## src/rtl/wb_cmd_master.sv

```systemverilog
// wb_cmd_master: single-outstanding command to Wishbone pipelined master bridge.
// Optional bus-cycle timeout enabled by defining WB_CMD_MASTER_TIMEOUT_EN.
module wb_cmd_master #(
  parameter int ADDR_WIDTH     = 2,
  parameter int DATA_WIDTH     = 32,
  parameter int TIMEOUT_CYCLES = 255
) (
  input  logic                  i_clk,
  input  logic                  i_reset,
  input  logic                  i_cmd_valid,
  output logic                  o_cmd_ready,
  input  logic                  i_cmd_we,
  input  logic [ADDR_WIDTH-1:0] i_cmd_addr,
  input  logic [DATA_WIDTH-1:0] i_cmd_data,
  output logic                  o_wb_cyc,
  output logic                  o_wb_stb,
  output logic                  o_wb_we,
  output logic [ADDR_WIDTH-1:0] o_wb_addr,
  output logic [DATA_WIDTH-1:0] o_wb_odata,
  input  logic                  i_wb_ack,
  input  logic                  i_wb_stall,
  input  logic                  i_wb_err,
  input  logic [DATA_WIDTH-1:0] i_wb_idata,
  output logic                  o_rsp_valid,
  input  logic                  i_rsp_ready,
  output logic [DATA_WIDTH-1:0] o_rsp_data,
  output logic                  o_rsp_err,
  output logic                  o_busy
);
  typedef enum logic [1:0] {IDLE, REQ, WAIT, RESP} state_t;
  state_t state, state_d;
  logic cyc_d, stb_d, we_d, rsp_valid_d, rsp_err_d;
  logic done, ok, tmo, in_bus;
  logic [ADDR_WIDTH-1:0] addr_d;
  logic [DATA_WIDTH-1:0] odata_d, rsp_data_d;
  if (TIMEOUT_CYCLES < 1 || TIMEOUT_CYCLES > 65535) begin : g_bad_tmo
    $error("wb_cmd_master: TIMEOUT_CYCLES out of range 1..65535");
  end
  assign in_bus = (state == REQ) || (state == WAIT);
  assign done   = o_wb_cyc && (i_wb_ack || i_wb_err);
  assign ok     = done && i_wb_ack && !i_wb_err;
`ifdef WB_CMD_MASTER_TIMEOUT_EN
  logic [15:0] tmo_cnt;
  // Counter is zero in the first REQ cycle, so the abort edge ends cycle TIMEOUT_CYCLES.
  assign tmo = in_bus && !done && (tmo_cnt == 16'(TIMEOUT_CYCLES - 1));
  always_ff @(posedge i_clk)
    if (i_reset || !in_bus) tmo_cnt <= '0;
    else tmo_cnt <= tmo_cnt + 16'd1;
`else
  assign tmo = 1'b0;
`endif
  always_comb begin
    state_d     = state;
    cyc_d       = o_wb_cyc;
    stb_d       = o_wb_stb;
    we_d        = o_wb_we;
    addr_d      = o_wb_addr;
    odata_d     = o_wb_odata;
    rsp_valid_d = o_rsp_valid;
    rsp_err_d   = o_rsp_err;
    rsp_data_d  = o_rsp_data;
    case (state)
      IDLE: if (i_cmd_valid) begin
        state_d = REQ;
        cyc_d   = 1'b1;
        stb_d   = 1'b1;
        we_d    = i_cmd_we;
        addr_d  = i_cmd_addr;
        odata_d = i_cmd_data;
      end
      REQ, WAIT: if (done || tmo) begin
        state_d     = RESP;
        cyc_d       = 1'b0;
        stb_d       = 1'b0;
        rsp_valid_d = 1'b1;
        rsp_err_d   = !ok;
        rsp_data_d  = (ok && !o_wb_we) ? i_wb_idata : '0;
      end else if (state == REQ && !i_wb_stall) begin
        state_d = WAIT;
        stb_d   = 1'b0;
      end
      RESP: if (i_rsp_ready) begin
        state_d     = IDLE;
        rsp_valid_d = 1'b0;
      end
      default: state_d = IDLE;
    endcase
  end
  always_ff @(posedge i_clk)
    if (i_reset) begin
      state       <= IDLE;
      o_wb_cyc    <= 1'b0;
      o_wb_stb    <= 1'b0;
      o_wb_we     <= 1'b0;
      o_wb_addr   <= '0;
      o_wb_odata  <= '0;
      o_rsp_valid <= 1'b0;
      o_rsp_err   <= 1'b0;
      o_rsp_data  <= '0;
      o_cmd_ready <= 1'b1;
      o_busy      <= 1'b0;
    end else begin
      state       <= state_d;
      o_wb_cyc    <= cyc_d;
      o_wb_stb    <= stb_d;
      o_wb_we     <= we_d;
      o_wb_addr   <= addr_d;
      o_wb_odata  <= odata_d;
      o_rsp_valid <= rsp_valid_d;
      o_rsp_err   <= rsp_err_d;
      o_rsp_data  <= rsp_data_d;
      o_cmd_ready <= state_d == IDLE;
      o_busy      <= state_d != IDLE;
    end
endmodule
```

## config.mk

```make
export PLATFORM = sky130hd
export DESIGN_NAME = wb_cmd_master
export DESIGN_NICKNAME = d
export VERILOG_FILES = /design/src/rtl/wb_cmd_master.sv
export SDC_FILE = /design/constraint.sdc
export NUM_CORES = 1
export LEC_CHECK = 0
export CAP_MARGIN = 15
export CORE_MARGIN = 4
export CORE_UTILIZATION = 38
export DETAILED_ROUTE_END_ITERATION = 8
export MAX_ROUTING_LAYER = met4
export PLACE_DENSITY = 0.77
export SETUP_SLACK_MARGIN = 0.02
export SLEW_MARGIN = 40
export SYNTH_ARGS = -nofsm -noshare
export SYNTH_HDL_FRONTEND = slang
export SYNTH_SLANG_ARGS = --single-unit
```

## constraint.sdc

```tcl
create_clock -name i_clk -period 2 [get_ports i_clk]
set_input_delay 0.4 -clock i_clk [delete_from_list [all_inputs] [get_ports i_clk]]
set_output_delay 0.4 -clock i_clk [all_outputs]
set_load 0.02 [all_outputs]
```

* After elaboration in Yosys (flattened, before gate mapping) *
Cells that the tools add are included.

operators by class
  eq/ne operators = 7
  multiplexer cells = 15
  reductions and logical operators = 21

operator list
  operator                                                                number
  32-bit two-way mux                                                      1
  3-bit AND reduction                                                     3
  2-bit two-way mux                                                       4
  1-bit two-way mux                                                       6
  2-bit != test (second input constant)                                   3
  1-bit case mux with 2 select lines                                      3
  2-bit case mux with 3 select lines                                      1
  2-bit nonzero test                                                      3
  1-bit logical AND                                                       5
  2-bit equality test (second input constant)                             2
  1-bit zero test                                                         4
  2-bit zero test                                                         2
  2-bit AND reduction                                                     2
  3-bit != test (second input constant)                                   1
  2-bit by 1-bit equality test with 1-bit output (second input constant)  1
  2-bit OR reduction                                                      1
  1-bit logical OR                                                        1

storage, ports and cells
  register bits after elaboration = 75
  input bits = 74
  output and inout bits = 73
  word-level logic and storage cells = 54

* Depth between registers and ports, before layout *
Gate-level depths: netlist of the first run.

  word-level depth = 6
  mapped depth = 8

* Worst setup path after synthesis of the first run *
OpenSTA, ideal clock, no wires.

  kind = reg-to-reg
  from = reg state[0]
  to = reg o_cmd_ready
  setup time = 0.115 ns
  data arrival time = 1.549 ns
  required time = 1.885 ns
  path slack = 0.337 ns
  cell stages (with the launch flop) = 8
  buffers on the path = 1
  period minus slack after synthesis = 1.663 ns
  path through = dfxtp_1 inv_1 ha_1 buf_6 o211a_1 nor3_1 a2111o_1 and2_1

on the way
  cells in the longest elaborated chain, start to end = 6
  elaborated cells between the ends (all ways) = 12
  classes of those cells = 3 x eq/ne; 5 x mux; 4 x reduce/logical

ends and longest elaborated chain
  element                                         RTL line  text
  start: declaration                              31        state_t state, state_d;
  start signal: assignment                        103       state <= state_d;
  2-bit by 1-bit equality test with 1-bit output  62, 78
  1-bit logical AND                               78        end else if (state == REQ && !i_wb_stall) begin
  2-bit two-way mux                               78
  2-bit two-way mux                               71        REQ, WAIT: if (done || tmo) begin
  2-bit case mux with 3 select lines *            62        case (state)
  2-bit zero test *                               112       o_cmd_ready <= state_d == IDLE;
  end signal: assignment                          100       o_cmd_ready <= 1'b1;
  end signal: assignment                          112
  end: declaration                                11        output logic o_cmd_ready,

Mark *: on every way between the ends. The rest lies on a longest branch, timed or not.
A chain may end at the register's enable or synchronous reset.

* Worst setup path after layout of the first run *
  from = reg o_wb_cyc
  to = out o_wb_cyc

RTL lines
  element                   RTL line  text
  start: declaration        15        output logic o_wb_cyc,
  start signal: assignment  104       o_wb_cyc <= cyc_d;

No word-level cell between the ends.

==> results.ini, run 1 <==
[power_and_ir_drop]
p_switching_w=0.00121
swShare_pct=30.9
ir_drop_mv=0.511
comb_power_share_pct=29.4
leakage_nw=1.63
power-per-cell-area_mw_per_mm2=892
p_int_w=0.00271
p_seq_share_pct=44.3
clkPwrFrac_pct=26.3

[cells_and_area]
final_cell_mix=clkdlybuf4s50_1 (145), dfxtp_1 (75), nand2_1 (73)
final_core_util_pct=64.5
diodes=0
nNetsFinal=523
final_cell_area_mm2=0.00439
syn_to_final_growth_pct=64.9
drive_above_1_share_pct=5.76
layout.cells.non_filler=547
final_common_cell=clkdlybuf4s50_1

[flow_run]
maxCapViolCount=0

[die]
die_h_um=91.6
die_w_um=91.6
die_area_mm2=0.00840
start_util_pct=39.1
core_mm2=0.00679
row_count=30
ioPinCount=147

[place]
place_ws_ps=101
post-dp-hpwl_um=5450
portBuffers=146
place_area_mm2=0.00420
gp_congestion=0.752
placed_cells=531

[drt]
drt_iter0_drc=54
wirelength_um=7660
vias=2638
drt-pass1-iter-count=5
drc_errors=0
vias_per_cell=4.82
wire_per_inst_um=14.0
ant_nets=0

[timing]
layout_setup_ws_ps=161
skew_ps=8.62
finalHoldViolCount=0
period_minus_slack_ps=1840
slew_headroom_pct=74.5
slew_viol_final=0
finalSetupViolCount=0
fin_crit_sh_pct=92.0
final.setup.tns_ps=0
worst-slew-pin-transition_ps=373
fmax_mhz=544
rsz0062_at_grt=false

[setup_path]
crit_family=buffers and inverters
crit_slowest_cell=clkdlybuf4s50_1
r2r-start=state[0]$_SDFF_PP0_
end_kind=output pin
path_max_fanout=7
worst_ep_arrival_time_ps=1440
path_cells=clkdlybuf4s50_1
required_ps=1600
r2r_end=o_cmd_ready$_SDFF_PP1_
r2r_cells=6
max_stage_delay_ps=650
path_class=flip-flop to output pin
startpoint_type=flip-flop
timing.reg2reg.setup_slack_ps=180
crit_buf_inv=1

[clock_tree]
cts_tree=done
path_clk_slew_ps=70
post_cts_buffers=0
cts_sinks=75
cts_root_buf=clkbuf_8
cts_max_level=3
worstSkewPairLatency_ps=330
cts-hold-fix-buffers=0
cts_max_path_buffers=2
numCtsBuffers=9

[synthesis]
yosysWarnings=0
yosysUniqueCellTypes=28
syn_nets=382
synth-seq-cells=75
synth_area_mm2=0.00266
synthCells=305
avgSynthCellArea_um2=8.72
yosysSeqAreaShare_pct=56.5

[global_routing]
grt_usage_pct=18.4
overflow=0
grt_start_max_net_pins=36
grt_pass1_wl_um=12100
grt_pass1_vias=2549
antenna_found_initial=0

[hold_path]
min_from=o_wb_odata[4]$_SDFFE_PP0P_
hold_path_depth=2
min_to=o_wb_odata[4]$_SDFFE_PP0P_
hold_class=flip-flop to flip-flop

[outcome]
status=complete, no violations

[cell usage after synthesis]
master | count | area (um^2)
o21bai_1 | 1 | 7.51
a32oi_1 | 1 | 8.76
a2111o_1 | 1 | 11.3
a211oi_1 | 1 | 7.51
a22oi_1 | 32 | 240
nand2_1 | 73 | 274
o211a_1 | 1 | 10.0
o311a_1 | 1 | 10.0
ha_1 | 3 | 37.5
and2_1 | 2 | 12.5
inv_1 | 6 | 22.5
nand3_1 | 1 | 5.00
nor2b_1 | 2 | 12.5
nand2b_1 | 2 | 12.5
buf_6 | 1 | 11.3
nor3_1 | 1 | 5.00
a2111oi_0 | 1 | 8.76
nor2_2 | 1 | 6.26
buf_2 | 9 | 45.0
a31oi_1 | 1 | 6.26
clkbuf_1 | 12 | 45.0
o21ai_0 | 2 | 10.0
nor2_1 | 33 | 124
a21oi_1 | 39 | 195
nand4b_1 | 1 | 8.76
o211ai_2 | 1 | 12.5
dfxtp_1 | 75 | 1500
nand3b_1 | 1 | 7.51
[repair_timing]
item	in CTS	in global routing
hold endpoints to repair	0	0
endpoints found under the setup margin	0	14
gates resized for setup	0	1
[area by class of cell]
type,count,area [um^2]
sequential,75,1500
inverter,6,22.5
fill,590,2410
timing repair buffer,152,1530
clock buffer,11,151
tap,96,120
clock inverter,5,27.5
multi-input combinational,202,1040
[flip-flops by register name (all words and copies together), names as in the netlist]
signal,cells
o_wb_addr,2
o_wb_we,1
o_rsp_valid,1
o_wb_cyc,1
o_busy,1
o_cmd_ready,1
o_wb_odata,32
o_rsp_data,32
o_rsp_err,1
state,2
o_wb_stb,1
[worst register-to-register path, cell delays in order, from the launching register on]
cell      delay, ps
dfxtp_1         390
inv_1            90
ha_2            420
o211a_1         210
nor3_1           50
a2111o_1        410
and2_1          140
[per-stage QoR]
step           hold slack (ps)  total power, W
2_1_floorplan              500         0.00238
3_3_place_gp               441         0.00290
3_5_place_dp               447         0.00292
4_1_cts                    458         0.00397
5_1_grt                    479         0.00414
6_report                   455         0.00391
[logic make-up after synthesis]
logic type	count (synthesis)	synth area share (%)
buf+inv	28	4.66
compound gates	82	19.9
fa+ha+maj	3	1.41
flops	75	56.5
simple gates	117	17.6
[power groups by stage]
| stage | Clock [W] | Sequential, W | Combinational [W] |
|---|---|---|---|
| 4_1_cts | 0.00108 | 0.00173 | 0.00116 |
| 6_report | 0.00103 | 0.00173 | 0.00115 |
| 3_5_place_dp | 0 | 0.00177 | 0.00115 |
| 5_1_grt | 0.00115 | 0.00175 | 0.00124 |
| 3_3_place_gp | 0 | 0.00176 | 0.00114 |
| 2_1_floorplan | 0 | 0.00194 | 0.000445 |
[worst max path at each step]
| stage | start | endpoint | depth (start not counted) |
|---|---|---|---|
| floorplan | state[0]$_SDFF_PP0_ | o_cmd_ready$_SDFF_PP1_ | 7 |
| global placement | i_wb_err | o_cmd_ready$_SDFF_PP1_ | 5 |
| detailed placement | i_wb_err | o_rsp_data[22]$_SDFFE_PP0P_ | 5 |
| CTS | state[0]$_SDFF_PP0_ | o_cmd_ready$_SDFF_PP1_ | 6 |
| global route | state[0]$_SDFF_PP0_ | o_rsp_data[7]$_SDFFE_PP0P_ | 6 |
| finish | o_wb_cyc$_SDFFE_PP0P_ | o_wb_cyc | 1 |
[layer usage]
metal,share of wire [%],global-route usage [%]
met3,11,6.81
met5,0,-
met1,44,23.0
met2,44,27.3
met4,0.74,6.41
(Power assumes the default switching activity.)
==> inputs of run 2 (changes only) <==
TNS_END_PERCENT = 20   (was default)
==> results of run 2 <==
The final DEF is identical to that of run 1; final timing and power are the same.
==> inputs of run 3 (changes only) <==
TNS_END_PERCENT = 30   (was 20)
==> results of run 3 <==
The final DEF is identical to that of run 1; final timing and power are the same.
